==> config.mk <==
export PLATFORM = sky130hd
export DESIGN_NAME = codec_cfg_sequencer
export DESIGN_NICKNAME = d
export VERILOG_FILES = /design/src/rtl/codec_cfg_sequencer.sv
export SDC_FILE = /design/constraint.sdc
export NUM_CORES = 1
export LEC_CHECK = 0
export CORE_UTILIZATION = 50
export CTS_BUF_LIST = sky130_fd_sc_hd__clkbuf_8
export DETAILED_ROUTE_END_ITERATION = 10
export GPL_TIMING_DRIVEN = 0
export PLACE_DENSITY = 0.85
export SLEW_MARGIN = 0
export SYNTH_ARGS = -nofsm -noshare
export SYNTH_HDL_FRONTEND = slang
export SYNTH_SLANG_ARGS = --single-unit
export TNS_END_PERCENT = 100
==> constraint.sdc <==
create_clock -name clk_i -period 5 [get_ports clk_i]
set_clock_uncertainty 0.2 [all_clocks]
set_input_delay 1.25 -clock clk_i [delete_from_list [all_inputs] [get_ports clk_i]]
set_output_delay 1.25 -clock clk_i [all_outputs]
set_load 0.01 [all_outputs]
==> src/rtl/codec_cfg_sequencer.sv <==
// Walks the ADAU1761 register table after reset and issues each entry as one I2C write,
// with power-up wait, per-entry settling delay and bounded NACK retries.
//
// state  | meaning
// IDLE   | waiting for auto-start after reset or a start pulse
// PWRUP  | codec power-up wait
// FETCH  | table address presented to ROM
// LATCH  | ROM word captured, terminator check
// ISSUE  | write request held until accepted
// RESP   | waiting for transaction completion
// DELAY  | settling wait after a flagged entry
// DONE   | all entries written
// ERROR  | retries exhausted on err_idx_o
module codec_cfg_sequencer #(
    parameter logic [6:0] DEV_ADDR       = 7'h3B,
    parameter int         ADDR_W         = 6,
    parameter int         POWERUP_CYCLES = 5_000_000,
    parameter int         DELAY_CYCLES   = 200_000,
    parameter int         MAX_RETRY      = 3,
    parameter bit         AUTO_START     = 1'b1
) (
    input  logic              clk_i,
    input  logic              reset_ni,
    input  logic              start_i,
    output logic [ADDR_W-1:0] rom_addr_o,
    input  logic [31:0]       rom_data_i,
    output logic              req_valid_o,
    input  logic              req_ready_i,
    output logic [6:0]        req_dev_o,
    output logic [15:0]       req_reg_o,
    output logic [7:0]        req_data_o,
    input  logic              rsp_valid_i,
    input  logic              rsp_nack_i,
    output logic              busy_o,
    output logic              done_o,
    output logic              error_o,
    output logic [ADDR_W-1:0] err_idx_o
);

    localparam int CNT_MAX = (POWERUP_CYCLES > DELAY_CYCLES) ? POWERUP_CYCLES : DELAY_CYCLES;
    localparam int CNT_W   = (CNT_MAX > 1) ? $clog2(CNT_MAX) : 1;
    localparam int RTY_W   = (MAX_RETRY > 0) ? $clog2(MAX_RETRY + 1) : 1;

    // Timers load N-1 and expire at zero, so a phase lasts exactly N cycles (0 behaves as 1).
    localparam logic [CNT_W-1:0]  PWR_LOAD = CNT_W'((POWERUP_CYCLES > 0) ? POWERUP_CYCLES - 1 : 0);
    localparam logic [CNT_W-1:0]  DLY_LOAD = CNT_W'((DELAY_CYCLES > 0) ? DELAY_CYCLES - 1 : 0);
    localparam logic [RTY_W-1:0]  RTY_MAX  = RTY_W'(MAX_RETRY);
    localparam logic [ADDR_W-1:0] IDX_LAST = '1;

    typedef enum logic [3:0] {
        S_IDLE, S_PWRUP, S_FETCH, S_LATCH, S_ISSUE, S_RESP, S_DELAY, S_DONE, S_ERROR
    } state_t;

    state_t            state_q, state_d;
    logic [CNT_W-1:0]  cnt_q, cnt_d;
    logic [ADDR_W-1:0] idx_q, idx_d;
    logic [RTY_W-1:0]  retry_q, retry_d;
    logic              first_q, first_d;
    logic              req_valid_q, req_valid_d;
    logic [15:0]       req_reg_q, req_reg_d;
    logic [7:0]        req_data_q, req_data_d;
    logic              dly_q, dly_d;
    logic              busy_q, busy_d;
    logic              done_q, done_d;
    logic              error_q, error_d;
    logic [ADDR_W-1:0] err_idx_q, err_idx_d;
    logic              advance;
    logic              unused_rsvd;

    assign unused_rsvd = ^rom_data_i[30:24];

    always_comb begin
        state_d     = state_q;
        cnt_d       = cnt_q;
        idx_d       = idx_q;
        retry_d     = retry_q;
        first_d     = 1'b0;
        req_valid_d = req_valid_q;
        req_reg_d   = req_reg_q;
        req_data_d  = req_data_q;
        dly_d       = dly_q;
        busy_d      = busy_q;
        done_d      = done_q;
        error_d     = error_q;
        err_idx_d   = err_idx_q;
        advance     = 1'b0;

        case (state_q)
            S_IDLE, S_DONE, S_ERROR: begin
                if (start_i || (state_q == S_IDLE && AUTO_START && first_q)) begin
                    state_d = S_PWRUP;
                    cnt_d   = PWR_LOAD;
                    idx_d   = '0;
                    done_d  = 1'b0;
                    error_d = 1'b0;
                    busy_d  = 1'b1;
                end
            end
            S_PWRUP: begin
                if (cnt_q == '0) state_d = S_FETCH;
                else             cnt_d   = cnt_q - CNT_W'(1);
            end
            S_FETCH: state_d = S_LATCH;
            S_LATCH: begin
                if (rom_data_i[23:8] == 16'hFFFF) begin
                    state_d = S_DONE;
                    busy_d  = 1'b0;
                    done_d  = 1'b1;
                end else begin
                    state_d     = S_ISSUE;
                    req_reg_d   = rom_data_i[23:8];
                    req_data_d  = rom_data_i[7:0];
                    dly_d       = rom_data_i[31];
                    retry_d     = '0;
                    req_valid_d = 1'b1;
                end
            end
            S_ISSUE: begin
                if (req_ready_i) begin
                    req_valid_d = 1'b0;
                    state_d     = S_RESP;
                end
            end
            S_RESP: begin
                if (rsp_valid_i) begin
                    if (!rsp_nack_i) begin
                        if (dly_q) begin
                            state_d = S_DELAY;
                            cnt_d   = DLY_LOAD;
                        end else begin
                            advance = 1'b1;
                        end
                    end else if (retry_q < RTY_MAX) begin
                        retry_d     = retry_q + RTY_W'(1);
                        req_valid_d = 1'b1;
                        state_d     = S_ISSUE;
                    end else begin
                        err_idx_d = idx_q;
                        error_d   = 1'b1;
                        busy_d    = 1'b0;
                        state_d   = S_ERROR;
                    end
                end
            end
            S_DELAY: begin
                if (cnt_q == '0) advance = 1'b1;
                else             cnt_d   = cnt_q - CNT_W'(1);
            end
            default: state_d = S_IDLE;
        endcase

        // The last table slot finishes the sequence instead of wrapping back to entry 0.
        if (advance) begin
            if (idx_q == IDX_LAST) begin
                state_d = S_DONE;
                busy_d  = 1'b0;
                done_d  = 1'b1;
            end else begin
                idx_d   = idx_q + ADDR_W'(1);
                state_d = S_FETCH;
            end
        end
    end

    always_ff @(posedge clk_i or negedge reset_ni) begin
        if (!reset_ni) begin
            state_q     <= S_IDLE;
            cnt_q       <= '0;
            idx_q       <= '0;
            retry_q     <= '0;
            first_q     <= 1'b1;
            req_valid_q <= 1'b0;
            req_reg_q   <= '0;
            req_data_q  <= '0;
            dly_q       <= 1'b0;
            busy_q      <= 1'b0;
            done_q      <= 1'b0;
            error_q     <= 1'b0;
            err_idx_q   <= '0;
        end else begin
            state_q     <= state_d;
            cnt_q       <= cnt_d;
            idx_q       <= idx_d;
            retry_q     <= retry_d;
            first_q     <= first_d;
            req_valid_q <= req_valid_d;
            req_reg_q   <= req_reg_d;
            req_data_q  <= req_data_d;
            dly_q       <= dly_d;
            busy_q      <= busy_d;
            done_q      <= done_d;
            error_q     <= error_d;
            err_idx_q   <= err_idx_d;
        end
    end

    assign rom_addr_o  = idx_q;
    assign req_valid_o = req_valid_q;
    assign req_dev_o   = DEV_ADDR;
    assign req_reg_o   = req_reg_q;
    assign req_data_o  = req_data_q;
    assign busy_o      = busy_q;
    assign done_o      = done_q;
    assign error_o     = error_q;
    assign err_idx_o   = err_idx_q;

endmodule

==> out/summary.txt <==
Sequential Area: 0.00178 mm²
CP Class: in -> reg
M1 WL: 4.07 mm
Initial antenna violation count: 0
Yosys reg bits: 71
Largest net degree at the start of global routing: 72
WP data arrival: 3690 ps
ANT nets after route: 0
Pre-antenna DRT Iters: 6
GRT overflow: 0
CTS Buf Count: 9
Core region area: 0.00737 mm²
Vias in the first global route: 3359
CTS sink cnt: 71
Routed vias/inst: 6.12
Post-synthesis cell type count: 67
Post-Syn Area: 0.00388 mm²
Area of the multi-input gates: 0.00191 mm²
Worst Slack Setup Final: 1380 ps
Fillers: 583
Worst Hold Class: reg -> reg
Tcrit/Tclk final: 0.724
FF-to-FF path depth: 6
WL met2: 4.60 mm
Unrepaired setup endpoints after global routing: false
Syn Inst Count: 373
Cell-internal power: 1.62 mW
Min-delay src: req_reg_o[8]$_DFFE_PN0P_
R2R Setup Slk: 2300 ps
Slew @ Worst Pin: 893 ps
Max_cap viols: 0
Finish-stage setup viols: 0
# diodes: 0
Hold worst-path end: req_reg_o[8]$_DFFE_PN0P_
Layout Nets: 501
Skew-Pair Late Insertion Delay: 340 ps
Residual DRC: 0
Reg power frac: 0.336
Setup TNS: 0 ps
CP required: 5070 ps
Die span in y: 90.1 µm
Max-slew headroom: 0.405
Syn_area_per_cell: 10.4 µm²
Pwr/cell area: 528 mW/mm²
Root Driver: clkbuf_8
# rows: 31
Clock transition at path regs: 80 ps
Place WS: 1200 ps
Drt wl/cell: 17.3 µm
CP endpoint kind: flop
Post-synthesis sequential area ratio: 0.458
Setup Buffers After CTS: 0
Switching share of power: 0.379
Yosys top cell area share: 0.451
Min Tclk post-route: 3620 ps
Port buffer count: 69
R2R Path End: cnt_q[16]$_DFFE_PN0P_
Highest metal used: met4
Post-DP HPWL: 6.85 mm
Share of layout cells above drive strength 1: 0.181
First-pass GRT wire length: 16.2 mm
Highest clock rate: 276 MHz
Die area: 0.00813 mm²
Synth async-reset ratio: 1.00
Clock buffer depth: 2
CP Launch Point: rsp_nack_i
Post_cts resized: 0
EDFF count, synth: 0
Maximum vdd drop: 0.326 mV
P_leak: 1.97 nW
Comb pwr share: 0.485
Slew Viols, Final: 0
Final wirelength: 9.72 mm
Met3 Routed Length: 920 µm
Worst hold stages: 1
Final Wtd Congestion: 0.914
Yosys Warn Count: 0
Final hold violations: 0
Clk pwr share: 0.180
Most area-consuming cells after synthesis: dfrtp_1, mux2_2, o31ai_1
Dominant cell type by area after synthesis: dfrtp_1
Reg-to-reg startpoint: state_q[3]$_DFFE_PN0P_
CTS tree: done
Count leader, synth: dfrtp_1
Initial DRC count: 536
H-tree depth: 3
Outcome: finished clean
Chip Width: 90.1 µm
CTS Hold Bufs: 0
Top_reg_cell synth: dfrtp_1
P&R area growth vs syn: 26.7%
Synth cell count leaders: dfrtp_1, mux2_2, nand2_1, nor2_1, o21ai_0
Setup crit start kind: input pin
Worst-path maximum fanout: 10
GRT Total Usage: 0.247
# IOs: 85
NetSw: 984 µW
Initial Utilization: 0.527
DR vias: 3446
cells in the final DEF, fill, tap and decap left out, types with 9 or more instances in the layout:
master,Yosys,routed
nand2_1,21,21
buf_2,9,9
nor2_1,17,17
inv_1,9,9
nand4_1,9,9
dfrtp_1,70,70
a21oi_1,12,12
a31oi_1,11,11
clkbuf_8,0,9
o211ai_1,10,10
nand3_1,12,12
nor3_1,10,10
buf_4,8,9
mux2_2,32,32
clkdlybuf4s50_1,0,68
o31ai_1,11,11
o21ai_0,16,16
layer usage:
| layer | GRT usage | up-vias |
|---|---|---|
| li1 | - | 1578 |
| met1 | 0.324 | 1668 |
| met2 | 0.396 | 182 |
| met3 | 0.0778 | 18 |
| met4 | 0.0645 | 0 |
| met5 | 0 | - |
through the flow:
step	util	hold WS (ps)	cells	instance area (µm²)	total power [mW]
floorplan	-	270	379	3910	1.64
global placement	0.641	287	547	4720	2.08
detailed placement	0.640	294	547	4720	2.12
CTS	0.668	314	563	4920	2.60
global route	0.668	327	563	4920	2.75
finish	0.668	312	563	4920	2.60
layout make-up:
type,instances,share of cell area
Buffer,30,0.0374
Clock buffer,9,0.0252
Clock inverter,7,0.0163
Inverter,9,0.00686
Multi-Input combinational cell,269,0.388
Sequential cell,71,0.361
Tap cell,99,0.0252
Timing Repair Buffer,69,0.140
sequential cells by signal, indices dropped and copies added (netlist names):
register	flops
cnt_q	23
req_reg_o	16
req_data_o	8
err_idx_o	6
rom_addr_o	6
state_q	4
retry_q	2
busy_o	1
dly_q	1
done_o	1
error_o	1
first_q	1
req_valid_o	1
cell families (layout without fill, tap and decap cells):
family / Yosys count / count (layout) / share of synthesized area
DFF: 71 / 71 / 0.458
xor gates and xnor gates: 3 / 3 / 0.00676
muxes: 37 / 37 / 0.108
other: 2 / 8 / 0.00193
buffers and inverters: 39 / 124 / 0.0560
AOI/OAI and AO/OA: 94 / 94 / 0.171
and+or+nand+nor: 122 / 122 / 0.183
adders and majority gates: 5 / 5 / 0.0155
worst max-delay path: stages:
cell and delay (ps):
clkdlybuf4s50_1 530, nand4b_1 230, a222oi_1 520, nand3_1 290, buf_4 260, nor2_1 390, a22o_1 230
power groups by stage:
stage	registers, mW	logic (mW)	clock network, mW
6_report	0.872	1.26	0.467
5_1_grt	0.894	1.35	0.507
4_1_cts	0.872	1.25	0.479
3_5_place_dp	0.882	1.24	0
3_3_place_gp	0.870	1.21	0
2_1_floorplan	0.914	0.730	0
worst max-delay path by stage:
| stage | slack, ps | to |
|---|---|---|
| finish | 1380 | cnt_q[16]$_DFFE_PN0P_ |
| global route | 1290 | cnt_q[9]$_DFFE_PN0P_ |
| CTS | 1490 | cnt_q[16]$_DFFE_PN0P_ |
| detailed placement | 1200 | cnt_q[10]$_DFFE_PN0P_ |
| global placement | 60 | req_reg_o[10]$_DFFE_PN0P_ |
| floorplan | 2020 | cnt_q[21]$_DFFE_PN0P_ |
(Power assumes the default switching activity.)
==> RTL edit (same settings) <==
Set the parameter `POWERUP_CYCLES` to 10_000_000 (it was 5_000_000).
--- a/src/rtl/codec_cfg_sequencer.sv
+++ b/src/rtl/codec_cfg_sequencer.sv
@@ -14,7 +14,7 @@
 module codec_cfg_sequencer #(
     parameter logic [6:0] DEV_ADDR       = 7'h3B,
     parameter int         ADDR_W         = 6,
-    parameter int         POWERUP_CYCLES = 5_000_000,
+    parameter int         POWERUP_CYCLES = 10_000_000,
     parameter int         DELAY_CYCLES   = 200_000,
     parameter int         MAX_RETRY      = 3,
     parameter bit         AUTO_START     = 1'b1
Formal check against the unedited RTL: same outputs for any inputs over 10 cycles, from zero or initial values and one cycle with reset_ni low; that may be too few to reach the edited logic, so the function may still have changed.
==> RTL edit against the unedited design <==
Maximum frequency rose by 15%. Total power rose by 5.0%. Final area rose by 0.53%. Die area rose by 0.60%. Cell count rose by 1.1%. Count of clock-buffer cells in the layout did not move. Synthesized area rose by 0.61%. Routed wire length fell by 3.4%. Setup slack improved by 0.48 ns. Sequential cell count rose by 1. First-iteration DRC count fell by 73%. Combinational power rose by 6%. Critical path depth did not move. Critical endpoint is now state_q[0]$_DFFE_PN0P_.
==> RTL edit: results <==
route:
  firstDrtPassIters: 4
  wire_per_inst_um: 16.5
grt:
  grt_max_degree: 73
  grt_use_total: 0.241
  grt_pass1_vias: 3311
  grt_pass1_wl_um: 15700
run_status:
  status: "finished clean"
place:
  dp_hpwl_um: 6730
  gp_routability_congestion: 0.881
  io_buffers: 70
  dp_cells: 553
sta:
  worstMarginPinSlew_ns: 0.898
  holdWs_ns: 0.299
worst_hold_path:
  worstHoldStart: "retry_q[0]$_DFFE_PN0P_"
  min_to: "retry_q[0]$_DFFE_PN0P_"
finish:
  layout-drive-gt1-share: 0.183
  stdcell_count: 569
  layout.nets: 507
logic_synthesis:
  yosysUniqueCellTypes: 65
  synth_commonest_cells: "dfrtp_1 (71), mux2_2 (32), a21oi_1 (27), nor2_1 (27), o21ai_0 (23)"
  synthTopCellsByArea: "dfrtp_1 (45%), mux2_2 (9.2%), a21oi_1 (3.5%)"
  synth_seq_area_share: 0.461
  synth_cells: 378
setup_path:
  worstPathArrival_ns: 3.18
  r2r_setup_slack_ns: 2.38
  rr_endpoint: "cnt_q[10]$_DFFE_PN0P_"
power:
  netSwitchingPower_mw: 1.06
  power_leakage_nw: 2.00
RTL edit: cell count changes after synthesis, sizes merged, moves of 4 or more:
cell / change
nand4: -5
nor4: +4
nor2: +11
and4: -5
nor3b: +4
o22a: +6
o211ai: -5
o31ai: -10
or3: -4
a21oi: +14
o21ai: +9
buf: -5
RTL edit: cell type report:
class                           instances  area, µm²
Fill cell                             570       2460
Timing Repair Buffer                   70        698
Buffer                                 25        145
Clock buffer                            9        124
Tap cell                               99        124
Inverter                               12       45.0
Sequential cell                        72       1800
Clock inverter                          7       72.6
Multi-Input combinational cell        275       1940
RTL edit: logic make-up after synthesis:
kind of cell               share of synthesized area
DFF                                            0.461
buffers and inverters                         0.0487
other                                        0.00192
and+or+nand+nor                                0.190
xor gates and xnor gates                     0.00448
muxes                                          0.106
AOI/OAI and AO/OA                              0.175
adders and majority gates                     0.0128
RTL edit: how the worst max path moves through the flow:
| stage | cells past startpoint | endpoint | slack (ns) | startpoint |
|---|---|---|---|---|
| 2_1_floorplan | 6 | rom_addr_o[3]$_DFF_PN0_ | 2.34 | rsp_nack_i |
| 3_3_place_gp | 1 | rom_addr_o[1]$_DFF_PN0_ | 0.02 | reset_ni |
| 3_5_place_dp | 7 | rom_addr_o[3]$_DFF_PN0_ | 1.52 | rsp_nack_i |
| 4_1_cts | 6 | req_data_o[2]$_DFFE_PN0P_ | 1.90 | rom_data_i[9] |
| 5_1_grt | 6 | req_data_o[2]$_DFFE_PN0P_ | 1.73 | rom_data_i[9] |
| 6_report | 7 | state_q[0]$_DFFE_PN0P_ | 1.86 | rsp_nack_i |
RTL edit: worst max-delay path, delay by kind of cell:
family / cells / cell delay (ns)
muxes: 1 / 0.31
and+or+nand+nor: 3 / 0.70
buffers and inverters: 2 / 0.77
AOI/OAI and AO/OA: 1 / 0.15
RTL edit: power by group through the flow:
| stage | Sequential [mW] | Clock [mW] | Combinational, mW |
|---|---|---|---|
| after global routing | 0.958 | 0.493 | 1.45 |
| after CTS | 0.930 | 0.467 | 1.34 |
| after detailed placement | 0.940 | 0 | 1.33 |
| after floorplan | 0.967 | 0 | 0.806 |
| after global placement | 0.924 | 0 | 1.29 |
| final | 0.931 | 0.461 | 1.34 |
RTL edit: routing by layer:
metal  up-vias  share of wire  global-route usage  wire length (µm)
met5         -              0                   0                 0
met1      1595           0.43               0.298              4030
li1       1563              -                   -                 -
met3        13          0.053              0.0556               494
met4         0          0.013              0.0901               124
met2        99           0.51               0.409              4740
